### src/rtl/enigma_controller.sv
// Front-end controller for an Enigma rotor core: validates rotor configuration,
// folds ASCII letters to 1..26 for the core and returns results as uppercase ASCII.
module enigma_controller #(
  parameter int TIMEOUT = 16
) (
  input  logic        clk_in,
  input  logic        rst_n_in,
  input  logic        cfg_valid_in,
  input  logic [8:0]  cfg_rotor_select_in,
  input  logic [14:0] cfg_rotor_initial_in,
  output logic        cfg_ready_out,
  output logic        cfg_error_out,
  input  logic        char_valid_in,
  input  logic [7:0]  char_in,
  output logic        char_ready_out,
  output logic        char_valid_out,
  output logic [7:0]  char_out,
  output logic [8:0]  enc_rotor_select_out,
  output logic [14:0] enc_rotor_initial_out,
  output logic        enc_rotor_valid_out,
  output logic        enc_data_valid_out,
  output logic [4:0]  enc_data_out,
  input  logic        enc_ready_in,
  input  logic        enc_data_valid_in,
  input  logic [4:0]  enc_data_in,
  output logic        busy_out,
  output logic        error_out,
  output logic [15:0] char_count_out
);

  localparam int CNT_W = $clog2(TIMEOUT + 1);

  typedef enum logic [2:0] {UNCONF, CFG_PULSE, SETTLE, IDLE, ISSUE, WAIT, ERROR} state_t;

  state_t     state, state_next;
  logic [CNT_W-1:0] wait_cnt;

  // Rotor IDs must be 1..5 and pairwise distinct; every start position 0..25.
  function automatic logic cfg_is_valid(input logic [8:0] sel, input logic [14:0] pos);
    logic [2:0] a, b, c;
    a = sel[8:6];
    b = sel[5:3];
    c = sel[2:0];
    return (a != 3'd0) && (a <= 3'd5) && (b != 3'd0) && (b <= 3'd5) &&
           (c != 3'd0) && (c <= 3'd5) && (a != b) && (a != c) && (b != c) &&
           (pos[14:10] <= 5'd25) && (pos[9:5] <= 5'd25) && (pos[4:0] <= 5'd25);
  endfunction

  logic cfg_window, cfg_ok, cfg_accept, cfg_reject;
  logic char_accept, is_letter;
  logic result_in_range, result_ok, result_bad, timeout_hit;

  assign cfg_window  = (state == UNCONF) || (state == IDLE) || (state == ERROR);
  assign cfg_ok      = cfg_is_valid(cfg_rotor_select_in, cfg_rotor_initial_in);
  assign cfg_accept  = cfg_window && cfg_valid_in && cfg_ok;
  assign cfg_reject  = cfg_window && cfg_valid_in && !cfg_ok;
  assign char_accept = char_valid_in && char_ready_out;
  assign is_letter   = ((char_in >= 8'h41) && (char_in <= 8'h5A)) ||
                       ((char_in >= 8'h61) && (char_in <= 8'h7A));

  assign result_in_range = (enc_data_in != 5'd0) && (enc_data_in <= 5'd26);
  assign result_ok       = (state == WAIT) && enc_data_valid_in && result_in_range;
  assign result_bad      = (state == WAIT) && enc_data_valid_in && !result_in_range;
  assign timeout_hit     = (state == WAIT) && !enc_data_valid_in &&
                           (wait_cnt == CNT_W'(TIMEOUT - 1));

  always_ff @(posedge clk_in) begin
    if (!rst_n_in) state <= UNCONF;
    else           state <= state_next;
  end

  always_comb begin
    state_next = state;
    case (state)
      UNCONF, ERROR: if (cfg_accept) state_next = CFG_PULSE;
      CFG_PULSE:     state_next = SETTLE;
      SETTLE:        state_next = IDLE;
      IDLE: begin
        if (cfg_accept)                    state_next = CFG_PULSE;
        else if (char_accept && is_letter) state_next = ISSUE;
      end
      ISSUE:         if (enc_ready_in) state_next = WAIT;
      WAIT: begin
        if (result_ok)                      state_next = IDLE;
        else if (result_bad || timeout_hit) state_next = ERROR;
      end
      default:       state_next = UNCONF;
    endcase
  end

  // A pending config request blocks character acceptance in IDLE.
  always_comb begin
    cfg_ready_out       = cfg_window;
    char_ready_out      = (state == IDLE) && !cfg_valid_in;
    busy_out            = !cfg_window;
    enc_rotor_valid_out = (state == CFG_PULSE);
    enc_data_valid_out  = (state == ISSUE);
  end

  always_ff @(posedge clk_in) begin
    if (!rst_n_in) begin
      cfg_error_out         <= 1'b0;
      char_valid_out        <= 1'b0;
      char_out              <= 8'h00;
      enc_rotor_select_out  <= 9'd0;
      enc_rotor_initial_out <= 15'd0;
      enc_data_out          <= 5'd0;
      error_out             <= 1'b0;
      char_count_out        <= 16'd0;
      wait_cnt              <= '0;
    end else begin
      cfg_error_out  <= cfg_reject;
      char_valid_out <= 1'b0;
      if (cfg_accept) begin
        enc_rotor_select_out  <= cfg_rotor_select_in;
        enc_rotor_initial_out <= cfg_rotor_initial_in;
        char_count_out        <= 16'd0;
        error_out             <= 1'b0;
      end
      // Upper and lower case share the low five bits, which give 1..26 directly.
      if (char_accept) begin
        if (is_letter) begin
          enc_data_out <= char_in[4:0];
        end else begin
          char_out       <= char_in;
          char_valid_out <= 1'b1;
        end
      end
      if (state == ISSUE && enc_ready_in) wait_cnt <= '0;
      else if (state == WAIT)             wait_cnt <= wait_cnt + 1'b1;
      if (result_ok) begin
        char_out       <= 8'h40 + {3'b000, enc_data_in};
        char_valid_out <= 1'b1;
        if (char_count_out != 16'hFFFF) char_count_out <= char_count_out + 16'd1;
      end
      if (result_bad || timeout_hit) error_out <= 1'b1;
    end
  end

endmodule

### config.mk
export PLATFORM = sky130hd
export DESIGN_NAME = enigma_controller
export DESIGN_NICKNAME = d
export VERILOG_FILES = /design/src/rtl/enigma_controller.sv
export SDC_FILE = /design/constraint.sdc
export NUM_CORES = 1
export LEC_CHECK = 0
export CAP_MARGIN = 20
export CORE_UTILIZATION = 45
export DETAILED_ROUTE_END_ITERATION = 8
export PLACE_DENSITY = 0.91
export RECOVER_POWER = 50
export SYNTH_ARGS = -nofsm -noshare
export SYNTH_HDL_FRONTEND = slang
export SYNTH_SLANG_ARGS = --single-unit
### constraint.sdc
create_clock -name clk_in -period 2.3 [get_ports clk_in]
set_input_delay 0.46 -clock clk_in [delete_from_list [all_inputs] [get_ports clk_in]]
set_output_delay 0.46 -clock clk_in [all_outputs]
set_load 0.01 [all_outputs]
==> impl_metrics.ini, run 1 <==
[route]
avgViaCountPerCell = 5.59
drtIter0Drc = 141
detailedRoute.firstPassIterationCount = 8
routed_length_per_instance_microns = 15.7
drtAntennaViolNets = 0
num_vias = 3055
detail_route.wirelength_mm = 8.61
drc = 10

[worst_setup_path]
critical_path_arrival_ns = 2.49
critical_setup_path_kind = primary input to flip-flop
endpoint_kind = flip-flop
worstReg2RegStart = char_count_out[1]
cp-start-kind = primary input
critical_path.reg2reg.endpoint = char_count_out[10]
timing.reg2reg.setup_slack_ns = 0.16
cp_max_fo = 8
critical_path_required_ns = 2.54
r2r_worst_path_depth = 8

[sta]
fin_crit_sh_pct = 98.0
hold_violations = 0
worst_slew_pin_slew_ns = 0.695
finalWorstPathRequiredPeriod_ns = 2.25
max_clock_freq_ghz = 0.443
setup_viol_count_final = 0
final.setup_skew_ns = 0.0114
hold-worst-slack_ns = 0.470
slew_viol_final = 0
setup_tns_final_ns = 0
max-slew-margin-rel_pct = 53.4

[min_path]
worstHoldPathCells = 2
hold_path_startpoint = error_out
min_delay_worst_endpoint = error_out
worst_hold_path_type = flip-flop to flip-flop

[floorplan]
io_pins = 104
die_width_microns = 83.8
num_rows = 29
die_h_microns = 83.8
fp.coreArea_sq_mm = 0.00642
starting_density_pct = 46.9
floorplan.die_area_sq_mm = 0.00703

[placement]
post_dp_cell_area_sq_mm = 0.00429
gp_congestion = 0.877
post-place-cells = 530
post-dp-hpwl_mm = 6.31
port-buffer-count = 103

[run]
max_cap_violations = 0

[cts]
cts_max_path_buffers = 2
clock_tree_from_tritoncts = done
cts_inserted_buffers = 9
clock-sinks = 64
htree_levels = 3
clk_pin_slew_worst_paths_ns = 0.07
clockRootBuffer = sky130_fd_sc_hd__clkbuf_8
clk-insertion-delay-late_ns = 0.35

[status]
run_status = finished, violations left
failed_checks = design-rule violations

[yosys]
synthMostInstantiatedCell = sky130_fd_sc_hd__dfxtp_1
yosysTopAreaCell = sky130_fd_sc_hd__dfxtp_1
postSynthAreaPerCell_sq_um = 8.97
synth.top_cell.area_share_pct = 42.5
synth_top_flop_cell = sky130_fd_sc_hd__dfxtp_1
yosys.cell_types.count = 59
syn_nets = 382
synth-async-reset-ratio_pct = 0
post_synth_most_frequent_cells = 64 x sky130_fd_sc_hd__dfxtp_1, 56 x sky130_fd_sc_hd__nor2_1, 30 x sky130_fd_sc_hd__mux2i_1
sequential_element_share_of_the_synthesized_area_pct = 42.5
netlist_top_cells_area = sky130_fd_sc_hd__dfxtp_1 43%, sky130_fd_sc_hd__mux2i_1 10%, sky130_fd_sc_hd__nor2_1 7.0%
post_synth_instance_area_sq_mm = 0.00301
ys_ff_latch = 64
number_of_warnings_issued_by_yosys = 0
post_synth_inst_count = 336
synth_edf_count = 0

[pwr]
worst_ir_drop_vdd_mv = 0.442
leakage_power_total_nw = 2.06
power.density_mw_per_mm2 = 624

[layout]
design_area_sq_mm = 0.00454
layout.nets = 511
antenna_diode_count = 0
syn2layout_area_growth_pct = 50.7
finalNonFillerCells = 547
drive_above_1_share_pct = 14.0

[global_route]
grt_pass1_wl_mm = 14.2
number_of_global_route_vias_before_repair = 2975
grt_antenna_before_repair = 0
globalRouteOverflowTotal = 0
grt_start_max_net_pins = 26
gr-usage-all-layers_pct = 25.4
-- worst max-delay path, cell delays in order --
cell and delay, ns:
sky130_fd_sc_hd__clkdlybuf4s50_1 0.53, sky130_fd_sc_hd__a22o_1 0.27, sky130_fd_sc_hd__nor4b_2 0.35, sky130_fd_sc_hd__and2_4 0.23
sky130_fd_sc_hd__nand4_4 0.17, sky130_fd_sc_hd__and2_2 0.27, sky130_fd_sc_hd__o221a_1 0.22
-- sequential cells by signal, summed over array words and instances (netlist names) --
register / flops
cfg_error_out: 1
char_count_out: 16
char_out: 8
char_valid_out: 1
enc_data_out: 5
enc_rotor_initial_out: 15
enc_rotor_select_out: 9
error_out: 1
state: 3
wait_cnt: 5
-- power by group --
group          switching [mW]  internal (mW)  total, mW
logic                   0.308          0.348      0.656
registers              0.0570           1.16       1.22
clock network           0.461          0.499      0.960
-- worst max-delay path by stage --
stage / startpoint / end / slack, ns
after global routing: cfg_rotor_select_in[5] / enc_rotor_initial_out[4] / -0.03
after floorplan: char_count_out[0] / char_count_out[7] / 0.27
after global placement: enc_data_in[0] / char_out[6] / -0.23
final: cfg_rotor_select_in[5] / char_count_out[7] / 0.05
after detailed placement: cfg_rotor_select_in[7] / enc_rotor_select_out[5] / -0.30
after CTS: cfg_valid_in / char_ready_out / 0.03
-- layer usage --
metal  wire (microns)  vias up  global-route usage (%)
li1                 -     1469                       -
met1             3430     1434                    28.1
met2             4250      129                    44.4
met3              736       23                    8.80
met4              192        0                    10.3
met5                0        -                       0
-- repair_timing --
item / CTS / global route
pin swaps: 0 / 3
endpoints found under the setup margin: 2 / 26
hold buffers: 0 / 0
hold endpoints to repair: 0 / 0
buffers inserted: 0 / 1
gates resized for setup: 6 / 11
-- cell type report --
| cell class | count | area, sq um |
|---|---|---|
| inverters | 7 | 26.3 |
| multi-input cells | 249 | 1630 |
| flip-flops and latches | 64 | 1290 |
| well taps | 77 | 96.3 |
| clock buffers | 9 | 124 |
| fillers | 468 | 1880 |
| clock inverters | 7 | 72.6 |
| repair buffers | 134 | 1300 |
-- cells in the final DEF, fill, tap and decap left out, drive strengths merged, types with 6 or more instances in the layout --
master	instances
xnor2	6
nand3	10
nor2	56
o21ai	9
mux2i	30
nand2	23
buf	30
dfxtp	64
xor2	9
o22ai	7
dlygate4sd3	56
nand4	7
a21oi	8
clkbuf	10
clkdlybuf4s50	45
inv	7
nor3	18
-- stage by stage --
step	setup WS (ns)	utilization [%]	total power, mW
CTS	0.0321	70.2	2.85
floorplan	0.272	-	1.56
detailed placement	-0.303	66.8	1.87
finish	0.0451	70.7	2.83
global placement	-0.230	66.8	1.85
global route	-0.0292	70.7	2.95
-- cells by family after synthesis --
group / after synthesis / synth area share (%)
XOR/XNOR: 15 / 4.36
AND/OR/NAND/NOR: 143 / 23.9
adder cells (fa/ha/maj): 3 / 1.25
buffers and inverters: 23 / 4.15
multiplexers: 30 / 9.96
AO/OA/AOI/OAI: 58 / 13.9
flip-flops: 64 / 42.5
(Power assumes the default switching activity.)
==> inputs of run 2 (changes only) <==
- REMOVE_ABC_BUFFERS: not set -> 1
==> run 2 against run 1 <==
The flow still finishes with violations (design-rule violations); cell area shrank 0.28%; sequential power is essentially flat; clock skew shrank 0.0040 ns; sequential cell count is the same; wire length shrank 0.44%; register-to-register slack gained 0.12 ns; cell count grew 0.73%; clock power shrank 11%; critical endpoint is now char_ready_out; highest routed layer unchanged.
==> impl_metrics.ini, run 2 (synthesized netlist as in run 1, its figures left out) <==
[status]
run_status = finished, violations left
failed_checks = design-rule violations

[min_path]
min_delay_worst_endpoint = char_out[0]
worst_hold_path_type = flip-flop to flip-flop
worstHoldPathCells = 2
hold_path_startpoint = char_out[0]

[worst_setup_path]
cp-start-kind = primary input
critical_path_arrival_ns = 1.80
critical_path_required_ns = 1.84
cp_max_fo = 2
endpoint_kind = primary output
critical_path.reg2reg.endpoint = char_count_out[10]
worstReg2RegStart = char_count_out[0]
r2r_worst_path_depth = 7
timing.reg2reg.setup_slack_ns = 0.28
critical_setup_path_kind = primary input to primary output

[cts]
clk-insertion-delay-late_ns = 0.34
cts_max_path_buffers = 2
cts_inserted_buffers = 9
clock_tree_from_tritoncts = done
clock-sinks = 64
clk_pin_slew_worst_paths_ns = 0.07
clockRootBuffer = sky130_fd_sc_hd__clkbuf_8
htree_levels = 3

[route]
wl_met3_microns = 838
num_vias = 3068
avgViaCountPerCell = 5.57
drc = 12
wl_met1_mm = 3.53
detailedRoute.firstPassIterationCount = 7
routed_length_per_instance_microns = 15.6
top_signal_layer_used = met4
detail_route.wirelength_mm = 8.57
drtAntennaViolNets = 0
wl_met2_mm = 4.12
drtIter0Drc = 123

[sta]
hold_violations = 0
slew_viol_final = 0
worst_slew_pin_slew_ns = 0.642
fin_crit_sh_pct = 98.4
hold-worst-slack_ns = 0.489
max_clock_freq_ghz = 0.442
finalWorstPathRequiredPeriod_ns = 2.26
setup_viol_count_final = 0
final.setup_skew_ns = 0.00738
max-slew-margin-rel_pct = 57.0

[layout]
antenna_diode_count = 0
design_area_sq_mm = 0.00453
largest_register_ffs = 16
mostFrequentLayoutCell = sky130_fd_sc_hd__dfxtp_1
drive_above_1_share_pct = 14.1
layout.nets = 515
largestRegisters = char_count_out: 16 flops, enc_rotor_initial_out: 15 flops, enc_rotor_select_out: 9 flops
layout_common_cells = 61 x sky130_fd_sc_hd__dfxtp_1, 56 x sky130_fd_sc_hd__nor2_1, 56 x sky130_fd_sc_hd__dlygate4sd3_1
syn2layout_area_growth_pct = 50.3
regMostFlops = char_count_out

[global_route]
grt_antenna_before_repair = 0
grt_pass1_wl_mm = 14.1
grt_start_max_net_pins = 25
gr-usage-all-layers_pct = 25.1
globalRouteOverflowTotal = 0
number_of_global_route_vias_before_repair = 3016

[pwr]
worst_ir_drop_vdd_mv = 0.438
power.density_mw_per_mm2 = 608
leakage_power_total_nw = 2.06

[floorplan]
starting_density_pct = 46.9
fp.coreArea_sq_mm = 0.00642
die_h_microns = 83.8
num_rows = 29
floorplan.die_area_sq_mm = 0.00703
io_pins = 104
die_width_microns = 83.8

[placement]
post-dp-hpwl_mm = 6.44
port-buffer-count = 103
gp_congestion = 0.864
post_dp_cell_area_sq_mm = 0.00431

[run]
max_cap_violations = 0
[run 2: layout make-up]
cell class                      count  area (sq um)
Clock buffer                       11           141
Clock inverter                      5          32.5
Fill cell                         485          1890
Inverter                            7          26.3
Multi-Input combinational cell    249          1630
Sequential cell                    64          1280
Tap cell                           77          96.3
Timing Repair Buffer              138          1310
[run 2: how the worst max path moves through the flow]
stage,start,to,cells past startpoint
6_report,cfg_valid_in,char_ready_out,3
3_5_place_dp,cfg_rotor_select_in[1],enc_rotor_initial_out[8],8
4_1_cts,state[1],cfg_ready_out,4
2_1_floorplan,cfg_rotor_select_in[2],char_count_out[10],6
3_3_place_gp,enc_data_in[4],char_count_out[12],7
5_1_grt,cfg_rotor_select_in[2],state[0],9
[run 2: critical path, cell delays in order]
cell and delay [ns]:
sky130_fd_sc_hd__clkdlybuf4s50_1 0.43, sky130_fd_sc_hd__and4bb_2 0.33, sky130_fd_sc_hd__clkdlybuf4s50_1 0.58
[run 2: routing by layer]
layer	global-route usage, %	vias up
met3	9.50	10
met1	29.7	1449
met5	0	-
li1	-	1478
met4	7.21	0
met2	42.4	131
[run 2: what timing repair did]
action,4_1_cts,5_1_grt
setup buffers,0,1
resized for setup,4,9
hold buffers,0,0
pin swaps,0,2
setup endpoints to repair,2,36
[run 2: per-stage QoR]
stage | setup WS, ns | setup TNS [ns] | power (mW) | util (%) | std cells
after floorplan | -0.0548 | -0.173 | 1.53 | - | 320
final | 0.0361 | 0 | 2.76 | 70.5 | 551
after CTS | 0.0135 | 0 | 2.77 | 70.1 | 550
after global routing | -0.00213 | -0.00213 | 2.89 | 70.5 | 551
after detailed placement | -0.334 | -11.79 | 1.90 | 67.1 | 534
after global placement | -0.299 | -8.72 | 1.87 | 67.1 | 534
[run 2: where the power goes]
part | total (mW) | switching, mW | internal, mW
registers | 1.20 | 0.0455 | 1.16
logic | 0.700 | 0.331 | 0.369
clock network | 0.854 | 0.438 | 0.416
total | 2.76 | 0.815 | 1.94
